### src/rtl/vga_timing_pkg.sv
// vga_timing_pkg
// Shared types and constants for the VGA timing generator.
//   vga_phase_t   : per-axis phase (ACTIVE, FRONT, SYNC, BACK)
//   DEF_*         : default 640x480@60 Hz timing (25.175 MHz pixel clock)
//   COORD_W       : width of the column/row coordinate outputs
//   FRAME_CNT_W   : width of the frame counter output
//   vga_total()   : total length of one axis from its four segments
package vga_timing_pkg;

  typedef enum logic [1:0] {
    ACTIVE = 2'd0,
    FRONT  = 2'd1,
    SYNC   = 2'd2,
    BACK   = 2'd3
  } vga_phase_t;

  localparam int DEF_H_PIXELS = 640;
  localparam int DEF_H_FP     = 16;
  localparam int DEF_H_PULSE  = 96;
  localparam int DEF_H_BP     = 48;
  localparam int DEF_V_PIXELS = 480;
  localparam int DEF_V_FP     = 10;
  localparam int DEF_V_PULSE  = 2;
  localparam int DEF_V_BP     = 33;

  localparam int COORD_W     = 32;
  localparam int FRAME_CNT_W = 16;

  function automatic int vga_total(input int active_len, input int fp,
                                   input int pulse, input int bp);
    return active_len + fp + pulse + bp;
  endfunction

endpackage

### src/rtl/vga_axis_counter.sv
// vga_axis_counter
// One display axis: a position counter 0..TOTAL-1 plus its phase FSM
// (ACTIVE -> FRONT -> SYNC -> BACK -> ACTIVE). Both move only when
// `advance` is high.
// Ports:
//   pixel_clk  in   pixel clock
//   reset_n    in   asynchronous active-low reset
//   advance    in   step the counter/FSM this cycle
//   wrap       out  counter is at TOTAL-1 and advancing (combinational)
//   phase      out  current phase (from flops)
//   count      out  current position (from flops)
//   sync       out  sync level for the current phase (POL in SYNC)
module vga_axis_counter
  import vga_timing_pkg::*;
#(
  parameter int   ACTIVE_LEN = DEF_H_PIXELS,
  parameter int   FP         = DEF_H_FP,
  parameter int   PULSE      = DEF_H_PULSE,
  parameter int   BP         = DEF_H_BP,
  parameter logic POL        = 1'b0,
  parameter int   CNT_W      = $clog2(vga_total(ACTIVE_LEN, FP, PULSE, BP))
) (
  input  logic             pixel_clk,
  input  logic             reset_n,
  input  logic             advance,
  output logic             wrap,
  output vga_phase_t       phase,
  output logic [CNT_W-1:0] count,
  output logic             sync
);

  localparam int TOTAL = vga_total(ACTIVE_LEN, FP, PULSE, BP);

  // Last position of each phase; the FSM leaves the phase when the counter
  // steps off this value.
  localparam logic [CNT_W-1:0] ACTIVE_LAST = CNT_W'(ACTIVE_LEN - 1);
  localparam logic [CNT_W-1:0] FRONT_LAST  = CNT_W'(ACTIVE_LEN + FP - 1);
  localparam logic [CNT_W-1:0] SYNC_LAST   = CNT_W'(ACTIVE_LEN + FP + PULSE - 1);
  localparam logic [CNT_W-1:0] TOTAL_LAST  = CNT_W'(TOTAL - 1);

  logic [CNT_W-1:0] count_q, count_d;
  vga_phase_t       phase_q, phase_d;
  logic             at_last_s;

  assign at_last_s = (count_q == TOTAL_LAST);

  // State register: position counter and phase.
  always_ff @(posedge pixel_clk or negedge reset_n) begin
    if (!reset_n) begin
      count_q <= CNT_W'(0);
      phase_q <= ACTIVE;
    end else begin
      count_q <= count_d;
      phase_q <= phase_d;
    end
  end

  // Next-state logic: counter wraps at TOTAL-1, phase follows boundaries.
  always_comb begin
    count_d = count_q;
    phase_d = phase_q;
    if (advance) begin
      if (at_last_s) begin
        count_d = CNT_W'(0);
      end else begin
        count_d = count_q + CNT_W'(1);
      end
      case (phase_q)
        ACTIVE:  if (count_q == ACTIVE_LAST) phase_d = FRONT;  else phase_d = ACTIVE;
        FRONT:   if (count_q == FRONT_LAST)  phase_d = SYNC;   else phase_d = FRONT;
        SYNC:    if (count_q == SYNC_LAST)   phase_d = BACK;   else phase_d = SYNC;
        BACK:    if (at_last_s)              phase_d = ACTIVE; else phase_d = BACK;
        default: phase_d = ACTIVE;
      endcase
    end else begin
      count_d = count_q;
      phase_d = phase_q;
    end
  end

  // Output decode: wrap pulse and sync level for the current phase.
  always_comb begin
    wrap = advance && at_last_s;
    if (phase_q == SYNC) begin
      sync = POL;
    end else begin
      sync = ~POL;
    end
  end

  assign phase = phase_q;
  assign count = count_q;

endmodule

### src/rtl/vga_timing_gen.sv
// vga_timing_gen
// Pixel-clock VGA timing generator. Every output is a flop whose value
// reflects the counter state held before the edge (one cycle latency).
// Optional feature macro: VGA_TIMING_FRAME_CNT_EN enables the frame
// counter; without it frame_cnt is tied to 0.
// Ports:
//   pixel_clk    in   pixel clock
//   reset_n      in   asynchronous active-low reset
//   h_sync       out  horizontal sync (H_POL during sync pulse)
//   v_sync       out  vertical sync (V_POL during sync pulse)
//   disp_ena     out  high in the active region
//   column       out  x coordinate, held outside the active region
//   row          out  y coordinate, held outside the active region
//   line_start   out  one-cycle strobe at h=0 of every line
//   frame_start  out  one-cycle strobe at (h=0, v=0)
//   frame_cnt    out  frame counter
module vga_timing_gen
  import vga_timing_pkg::*;
#(
  parameter int   H_PIXELS = DEF_H_PIXELS,
  parameter int   H_FP     = DEF_H_FP,
  parameter int   H_PULSE  = DEF_H_PULSE,
  parameter int   H_BP     = DEF_H_BP,
  parameter logic H_POL    = 1'b0,
  parameter int   V_PIXELS = DEF_V_PIXELS,
  parameter int   V_FP     = DEF_V_FP,
  parameter int   V_PULSE  = DEF_V_PULSE,
  parameter int   V_BP     = DEF_V_BP,
  parameter logic V_POL    = 1'b0
) (
  input  logic                   pixel_clk,
  input  logic                   reset_n,
  output logic                   h_sync,
  output logic                   v_sync,
  output logic                   disp_ena,
  output logic [COORD_W-1:0]     column,
  output logic [COORD_W-1:0]     row,
  output logic                   line_start,
  output logic                   frame_start,
  output logic [FRAME_CNT_W-1:0] frame_cnt
);

  localparam int H_CNT_W = $clog2(vga_total(H_PIXELS, H_FP, H_PULSE, H_BP));
  localparam int V_CNT_W = $clog2(vga_total(V_PIXELS, V_FP, V_PULSE, V_BP));

  logic               h_wrap, v_wrap, h_sync_s, v_sync_s;
  vga_phase_t         h_phase, v_phase;
  logic [H_CNT_W-1:0] h_cnt;
  logic [V_CNT_W-1:0] v_cnt;

  vga_axis_counter #(
    .ACTIVE_LEN(H_PIXELS), .FP(H_FP), .PULSE(H_PULSE), .BP(H_BP),
    .POL(H_POL), .CNT_W(H_CNT_W)
  ) u_h_axis (
    .pixel_clk(pixel_clk), .reset_n(reset_n), .advance(1'b1),
    .wrap(h_wrap), .phase(h_phase), .count(h_cnt), .sync(h_sync_s)
  );

  vga_axis_counter #(
    .ACTIVE_LEN(V_PIXELS), .FP(V_FP), .PULSE(V_PULSE), .BP(V_BP),
    .POL(V_POL), .CNT_W(V_CNT_W)
  ) u_v_axis (
    .pixel_clk(pixel_clk), .reset_n(reset_n), .advance(h_wrap),
    .wrap(v_wrap), .phase(v_phase), .count(v_cnt), .sync(v_sync_s)
  );

  logic               h_sync_q, v_sync_q, disp_ena_q, line_start_q, frame_start_q;
  logic               h_sync_d, v_sync_d, disp_ena_d, line_start_d, frame_start_d;
  logic [COORD_W-1:0] column_q, column_d, row_q, row_d;

  // Output next-state: decode of the current counter/phase state.
  always_comb begin
    h_sync_d      = h_sync_s;
    v_sync_d      = v_sync_s;
    disp_ena_d    = (h_phase == ACTIVE) && (v_phase == ACTIVE);
    line_start_d  = (h_cnt == H_CNT_W'(0));
    frame_start_d = line_start_d && (v_cnt == V_CNT_W'(0));
    if (disp_ena_d) begin
      column_d = COORD_W'(h_cnt);
      row_d    = COORD_W'(v_cnt);
    end else begin
      column_d = column_q;
      row_d    = row_q;
    end
  end

  // Output registers: syncs and strobes come straight from flops.
  always_ff @(posedge pixel_clk or negedge reset_n) begin
    if (!reset_n) begin
      h_sync_q      <= ~H_POL;
      v_sync_q      <= ~V_POL;
      disp_ena_q    <= 1'b0;
      column_q      <= COORD_W'(0);
      row_q         <= COORD_W'(0);
      line_start_q  <= 1'b0;
      frame_start_q <= 1'b0;
    end else begin
      h_sync_q      <= h_sync_d;
      v_sync_q      <= v_sync_d;
      disp_ena_q    <= disp_ena_d;
      column_q      <= column_d;
      row_q         <= row_d;
      line_start_q  <= line_start_d;
      frame_start_q <= frame_start_d;
    end
  end

  assign h_sync      = h_sync_q;
  assign v_sync      = v_sync_q;
  assign disp_ena    = disp_ena_q;
  assign column      = column_q;
  assign row         = row_q;
  assign line_start  = line_start_q;
  assign frame_start = frame_start_q;

`ifdef VGA_TIMING_FRAME_CNT_EN
  // frame_wrap_q is high exactly on the (0,0) cycle that follows a
  // completed frame, so the first frame after reset keeps the count at 0
  // and the increment lands on the same edge that outputs frame_start.
  logic                   frame_wrap_q;
  logic [FRAME_CNT_W-1:0] frame_cnt_q, frame_cnt_d;

  // Frame counter next-state: wraps naturally at 2^FRAME_CNT_W.
  always_comb begin
    if (frame_wrap_q) begin
      frame_cnt_d = frame_cnt_q + FRAME_CNT_W'(1);
    end else begin
      frame_cnt_d = frame_cnt_q;
    end
  end

  // Frame counter registers.
  always_ff @(posedge pixel_clk or negedge reset_n) begin
    if (!reset_n) begin
      frame_wrap_q <= 1'b0;
      frame_cnt_q  <= FRAME_CNT_W'(0);
    end else begin
      frame_wrap_q <= v_wrap;
      frame_cnt_q  <= frame_cnt_d;
    end
  end

  assign frame_cnt = frame_cnt_q;
`else
  logic unused_v_wrap_s;
  assign unused_v_wrap_s = v_wrap;
  assign frame_cnt       = FRAME_CNT_W'(0);
`endif

endmodule

### config.mk
export PLATFORM = sky130hd
export DESIGN_NAME = vga_timing_gen
export DESIGN_NICKNAME = d
export VERILOG_FILES = /design/src/rtl/vga_timing_pkg.sv /design/src/rtl/vga_axis_counter.sv /design/src/rtl/vga_timing_gen.sv
export SDC_FILE = /design/constraint.sdc
export NUM_CORES = 1
export LEC_CHECK = 0
export CORE_ASPECT_RATIO = 1.2
export CORE_MARGIN = 2
export CORE_UTILIZATION = 50
export DETAILED_ROUTE_END_ITERATION = 10
export MAX_ROUTING_LAYER = met4
export PLACE_DENSITY = 0.91
export REMOVE_ABC_BUFFERS = 1
export SLEW_MARGIN = 20
export SYNTH_ARGS = -nofsm -noshare
export SYNTH_HDL_FRONTEND = slang
export SYNTH_SLANG_ARGS = --single-unit
### constraint.sdc
create_clock -name pixel_clk -period 6.3 [get_ports pixel_clk]
set_input_delay 1.89 -clock pixel_clk [delete_from_list [all_inputs] [get_ports pixel_clk]]
set_output_delay 1.89 -clock pixel_clk [all_outputs]
set_load 0.01 [all_outputs]
==> results.json, run 1 <==
{
  "cts_tree": "done",
  "numCtsBuffers": 5,
  "leakage_uw": 0.00136,
  "clock_sinks": 49,
  "slew_headroom_pct": 39.3,
  "netSwitchingFraction_pct": 22.7,
  "crit_required_ns": 4.41,
  "synth_top_area_cell": "dfrtp_1",
  "r2r_setup_slack_ns": 3.97,
  "start_util_pct": 51.0,
  "critPathTopFamily": "flip-flops",
  "synthFlopType": "dfrtp_1",
  "dr.pass1.iters": 4,
  "post-place-ws_ns": 3.40,
  "outcome": "completed",
  "htree_num_levels": 2,
  "hpwl_um": 3060,
  "worstPathMaxFanout": 1,
  "min_path_type": "reg -> reg",
  "syn2layout_area_growth_pct": 6.95,
  "fin_ws_ns": 3.07,
  "port_buffers": 26,
  "synth.area.top_cells": "dfrtp_1, buf_4, mux2_2",
  "worst_pin_slew_ns": 0.903,
  "clock.fmax_mhz": 310,
  "slowest_delay_ns": 0.52,
  "drc_errors": 0,
  "skew_ns": 0.00546,
  "drv_slew": 0,
  "num_vias": 1696,
  "finalCriticalPeriod_ns": 3.23,
  "ys_types": 45,
  "synth-seq-cells": 49,
  "p_int_uw": 404,
  "fillerInstances": 466,
  "synth_area_per_cell_um2": 10.7,
  "cp_num_buf_inv": 1,
  "clk_pin_slew_ns": 0.08,
  "yosysWarnings": 0,
  "grt_max_degree": 50,
  "comb_power_share_pct": 4.2,
  "hold_depth": 1,
  "core_um2": 5230,
  "yosysSeqAreaShare_pct": 46.1,
  "synth.top_cell.area_share_pct": 44.2,
  "cts_max_path_buffers": 2,
  "worst_r2r_path_depth": 5,
  "final_antenna_net_count": 0,
  "clock_latency_ns": 0.30,
  "peakVddDrop_v": 0.000130,
  "drtIter0Drc": 88,
  "die_h_um": 83.9,
  "ys_async_sr_fraction_pct": 100,
  "place.gp.congestion": 0.868,
  "yosysMostFrequentCell": "buf_4",
  "startpoint_type": "flop",
  "tns_ns": 0,
  "die_x_um": 70.6,
  "rsz0062_at_grt": "no",
  "whs_ns": 0.510,
  "cts.repair.resized": 0,
  "post_cts_buffers": 0,
  "switching_power_uw": 119,
  "maxCapViolations": 0,
  "synth_edf_count": 0,
  "wl_per_cell_um": 13.1,
  "cp-end-kind": "output pin",
  "gr-total-overflow": 0,
  "syn_area_um2": 2660,
  "p_clk_share_pct": 35.7,
  "seqPwrFrac_pct": 60.1,
  "clockRootBuffer": "clkbuf_8",
  "grt_pass1_vias": 1493,
  "setup-violations-final": 0,
  "synth_commonest_cells": "buf_4, dfrtp_1, mux2_2",
  "crit_chain": "clkdlybuf4s50_1",
  "die_area_um2": 5930,
  "drive_gt1_share_pct": 13.8,
  "p_per_area_nw_per_um2": 184,
  "row_count": 29,
  "ios": 87,
  "grt_use_total_pct": 15.3,
  "cp.depth": 1,
  "syn_inst": 249,
  "crit_slowest_cell": "dfstp_2",
  "hold_buffers": 0,
  "cp.arrival_ns": 1.34,
  "grt_pass1_wl_um": 6940,
  "fin_crit_sh_pct": 51.3,
  "antenna_found_initial": 0,
  "viasPerCell": 5.02,
  "routed_wl_um": 4420,
  "hold_violations": 0,
  "nets": 282,
  "path_class": "reg -> out",
  "insertedDiodeCount": 0
}
[power groups by stage]
stage	Combinational [uW]	Sequential (uW)	Clock [uW]
floorplan	15.4	321	0
detailed placement	22.0	320	0
CTS	22.0	314	194
global route	25.4	314	203
global placement	21.6	320	0
finish	22.2	314	186
[cell type report]
type	count	area, um2	share of cell area [%]
timing repair buffer	28	273	9.58
clock buffer	8	90.1	3.16
sequential	49	1230	43.1
tap	62	77.6	2.72
multi-input combinational	182	1140	40.2
inverter	9	33.8	1.19
[cell usage in the layout, fill, tap and decap left out, types with 3 or more instances in the layout]
| cell type | n |
|---|---|
| conb_1 | 60 |
| or4_1 | 3 |
| a21oi_1 | 6 |
| nor4_1 | 5 |
| dfrtp_1 | 47 |
| ha_1 | 5 |
| nor2_1 | 7 |
| nand4_1 | 4 |
| clkbuf_8 | 6 |
| mux2_2 | 20 |
| buf_4 | 3 |
| nand2_1 | 9 |
| nand2b_1 | 3 |
| and3_1 | 4 |
| nand3_1 | 10 |
| clkdlybuf4s50_1 | 25 |
| xnor2_1 | 5 |
| o21ai_0 | 6 |
| inv_1 | 9 |
| xor2_1 | 5 |
| nor3_1 | 3 |
[logic make-up (layout without fill, tap and decap cells)]
| logic type | after synthesis | after routing | share of synthesized area [%] |
|---|---|---|---|
| AND/OR/NAND/NOR | 61 | 61 | 13.8 |
| buffers and inverters | 77 | 45 | 19.4 |
| flip-flops | 49 | 49 | 46.1 |
| AO/OA/AOI/OAI | 25 | 25 | 6.06 |
| XOR/XNOR | 10 | 10 | 3.29 |
| other | 1 | 60 | 0.141 |
| multiplexers | 21 | 21 | 8.83 |
| adder cells (fa/ha/maj) | 5 | 5 | 2.35 |
[per-layer routing]
metal	vias to the layer above	track usage, %	routed length, um
met5	-	-	0
met4	0	6.69	94
met3	9	2.90	291
met2	80	24.4	2210
met1	820	18.9	1830
li1	787	-	-
[final timing paths]
path / start / end
max: v_sync$_DFF_PN1_ / v_sync
min: row[7]$_DFFE_PN0P_ / row[7]$_DFFE_PN0P_
max reg2reg: u_h_axis.count[0]$_DFF_PN0_ / u_v_axis.count[4]$_DFFE_PN0P_
min reg2reg: row[7]$_DFFE_PN0P_ / row[7]$_DFFE_PN0P_
max in group asynchronous: reset_n / row[2]$_DFFE_PN0P_
min in group asynchronous: reset_n / row[0]$_DFFE_PN0P_
[through the flow]
stage / total power [uW] / util, % / area [um2] / cells
2_1_floorplan: 336 / - / 2400 / 240
3_3_place_gp: 342 / 52.7 / 2760 / 330
3_5_place_dp: 343 / 52.7 / 2760 / 330
4_1_cts: 530 / 54.5 / 2850 / 338
5_1_grt: 543 / 54.5 / 2850 / 338
6_report: 523 / 54.5 / 2850 / 338
[flip-flops by register name, summed over array words and instances (netlist names)]
register	cells
u_v_axis.count	10
line_start	1
v_sync	1
frame_start	1
row	10
disp_ena	1
u_h_axis.count	10
h_sync	1
u_h_axis.phase	2
column	10
u_v_axis.phase	2
[worst register-to-register path, stage by stage, from the launching register on]
cell and delay (ns):
dfrtp_1 0.43, ha_1 0.31, nand4_4 0.16, or4_1 0.71
or4_1 0.55, o21ai_0 0.09
(Power assumes the default switching activity.)
==> inputs of run 2 (changes only) <==
--- a/config.mk
+++ b/config.mk
@@ -7,10 +7,10 @@
 export LEC_CHECK = 0
 export CORE_ASPECT_RATIO = 1.2
 export CORE_MARGIN = 2
-export CORE_UTILIZATION = 50
+export CORE_UTILIZATION = 46
 export DETAILED_ROUTE_END_ITERATION = 10
 export MAX_ROUTING_LAYER = met4
-export PLACE_DENSITY = 0.91
+export PLACE_DENSITY = 0.85
 export REMOVE_ABC_BUFFERS = 1
 export SLEW_MARGIN = 20
 export SYNTH_ARGS = -nofsm -noshare
==> constraint.sdc (replaced) <==
create_clock -name pixel_clk -period 3.1 [get_ports pixel_clk]
set_input_delay 0.93 -clock pixel_clk [delete_from_list [all_inputs] [get_ports pixel_clk]]
set_output_delay 0.93 -clock pixel_clk [all_outputs]
set_load 0.01 [all_outputs]
==> results.json, run 2 (same netlist as run 1, synthesis figures left out) <==
{
  "crit_slowest_cell": "or4_1",
  "layout.cells.non_filler": 342,
  "worst_pin_slew_ns": 0.589,
  "clock_latency_ns": 0.31,
  "final_antenna_net_count": 0,
  "setup-violations-final": 0,
  "skew_ns": 0.00819,
  "place.gp.congestion": 0.955,
  "viasPerCell": 5.09,
  "drv_slew": 0,
  "antenna_found_initial": 0,
  "grt_pass1_vias": 1558,
  "fin_crit_sh_pct": 73.7,
  "finalCriticalPeriod_ns": 2.28,
  "cp.arrival_ns": 2.51,
  "drtIter0Drc": 102,
  "min_path_type": "reg -> reg",
  "crit_top_cell": "or4_1",
  "peakVddDrop_v": 0.000221,
  "fillerInstances": 510,
  "clk_pin_slew_ns": 0.08,
  "post_cts_buffers": 0,
  "die_h_um": 87.3,
  "cp-end-kind": "flop",
  "cp-startpoint": "u_h_axis.count[0]$_DFF_PN0_",
  "maxCapViolations": 0,
  "wl_per_cell_um": 13.3,
  "cts_max_path_buffers": 2,
  "outcome": "completed",
  "grt_use_total_pct": 15.2,
  "syn2layout_area_growth_pct": 7.24,
  "nets": 284,
  "gr-usage-met3_pct": 2.55,
  "crit_chain": "ha_1 > nand4_4 > or4_1 > or4_1 > o21ai_0",
  "die_area_um2": 6420,
  "grt_util_met1_pct": 18.6,
  "rsz0062_at_grt": "no",
  "fin_util_pct": 50.7,
  "clockRootBuffer": "clkbuf_8",
  "clock.fmax_mhz": 438,
  "row_count": 30,
  "final_cell_area_um2": 2860,
  "gr-total-overflow": 0,
  "tns_ns": 0,
  "insertedDiodeCount": 0,
  "grtUsageMet2_pct": 23.4,
  "die_x_um": 73.5,
  "leakage_uw": 0.00137,
  "dr.pass1.iters": 4,
  "placed_cells": 334,
  "slew_headroom_pct": 60.3,
  "post_dp_cell_area_um2": 2770,
  "globalRoute.busiestLayer": "met2",
  "hold_violations": 0,
  "ios": 87,
  "p_per_area_nw_per_um2": 367,
  "grt_pass1_wl_um": 7310,
  "slowest_delay_ns": 0.69,
  "path_class": "reg -> reg",
  "routed_wl_um": 4550,
  "port_buffers": 26,
  "htree_num_levels": 2,
  "drc_errors": 0,
  "cts_tree": "done",
  "layout_commonest_cell": "conb_1",
  "num_vias": 1741,
  "numCtsBuffers": 5,
  "crit_required_ns": 3.32,
  "worstPathMaxFanout": 9,
  "core_um2": 5630,
  "start_util_pct": 47.3,
  "hold_buffers": 0,
  "hpwl_um": 3280,
  "startpoint_type": "flop",
  "cts.repair.resized": 0,
  "clock_sinks": 49,
  "grt_max_degree": 29,
  "min_from": "column[5]$_DFFE_PN0P_",
  "final_cell_mix": "conb_1, dfrtp_1, clkdlybuf4s50_1",
  "drive_gt1_share_pct": 14.7,
  "r2r-start": "u_h_axis.count[0]$_DFF_PN0_"
}
## run 2: layout make-up
| type | instances | area [um2] | area share, % |
|---|---|---|---|
| Sequential cell | 49 | 1230 | 43.0 |
| Multi-Input combinational cell | 182 | 1140 | 40.1 |
| Timing Repair Buffer | 30 | 285 | 9.99 |
| Tap cell | 64 | 80.1 | 2.80 |
| Clock buffer | 6 | 72.6 | 2.54 |
| Inverter | 9 | 33.8 | 1.18 |
| Clock inverter | 2 | 10.0 | 0.351 |
## run 2: worst max-delay path, delay by kind of cell (launching register included)
family                     cells  cell delay (ns)
AOI/OAI and AO/OA              1             0.09
adders and majority gates      1             0.30
DFF                            1             0.43
and+or+nand+nor                3             1.37
## run 2: stage by stage
stage	setup slack, ns	power [uW]	hold WS (ns)
6_report	0.816	1050	0.510
5_1_grt	0.696	1080	0.528
4_1_cts	0.800	1060	0.515
3_5_place_dp	0.823	697	0.496
3_3_place_gp	0.931	696	0.491
2_1_floorplan	0.00996	683	0.472
## run 2: worst paths after layout
| kind | end | slack, ns | depth (start not counted) |
|---|---|---|---|
| worst max-delay path | u_v_axis.count[4]$_DFFE_PN0P_ | 0.82 | 5 |
| worst min-delay path | column[5]$_DFFE_PN0P_ | 0.51 | 1 |
| worst max register to register | u_v_axis.count[4]$_DFFE_PN0P_ | 0.82 | 5 |
| worst min register to register | column[5]$_DFFE_PN0P_ | 0.51 | 1 |
| max in group asynchronous | h_sync$_DFF_PN1_ | 1.75 | 2 |
| min in group asynchronous | column[1]$_DFFE_PN0P_ | 0.58 | 1 |
## run 2: where the power goes
part	internal (uW)	switching (uW)
logic	1.26	45.2
registers	639	0
clock network	157	206
total	796	252
## run 2: metal layers
metal | routed length (um) | part of all wire, %
met5 | 0 | 0
met4 | 122 | 2.7
met3 | 296 | 6.5
met2 | 2280 | 50
met1 | 1850 | 41
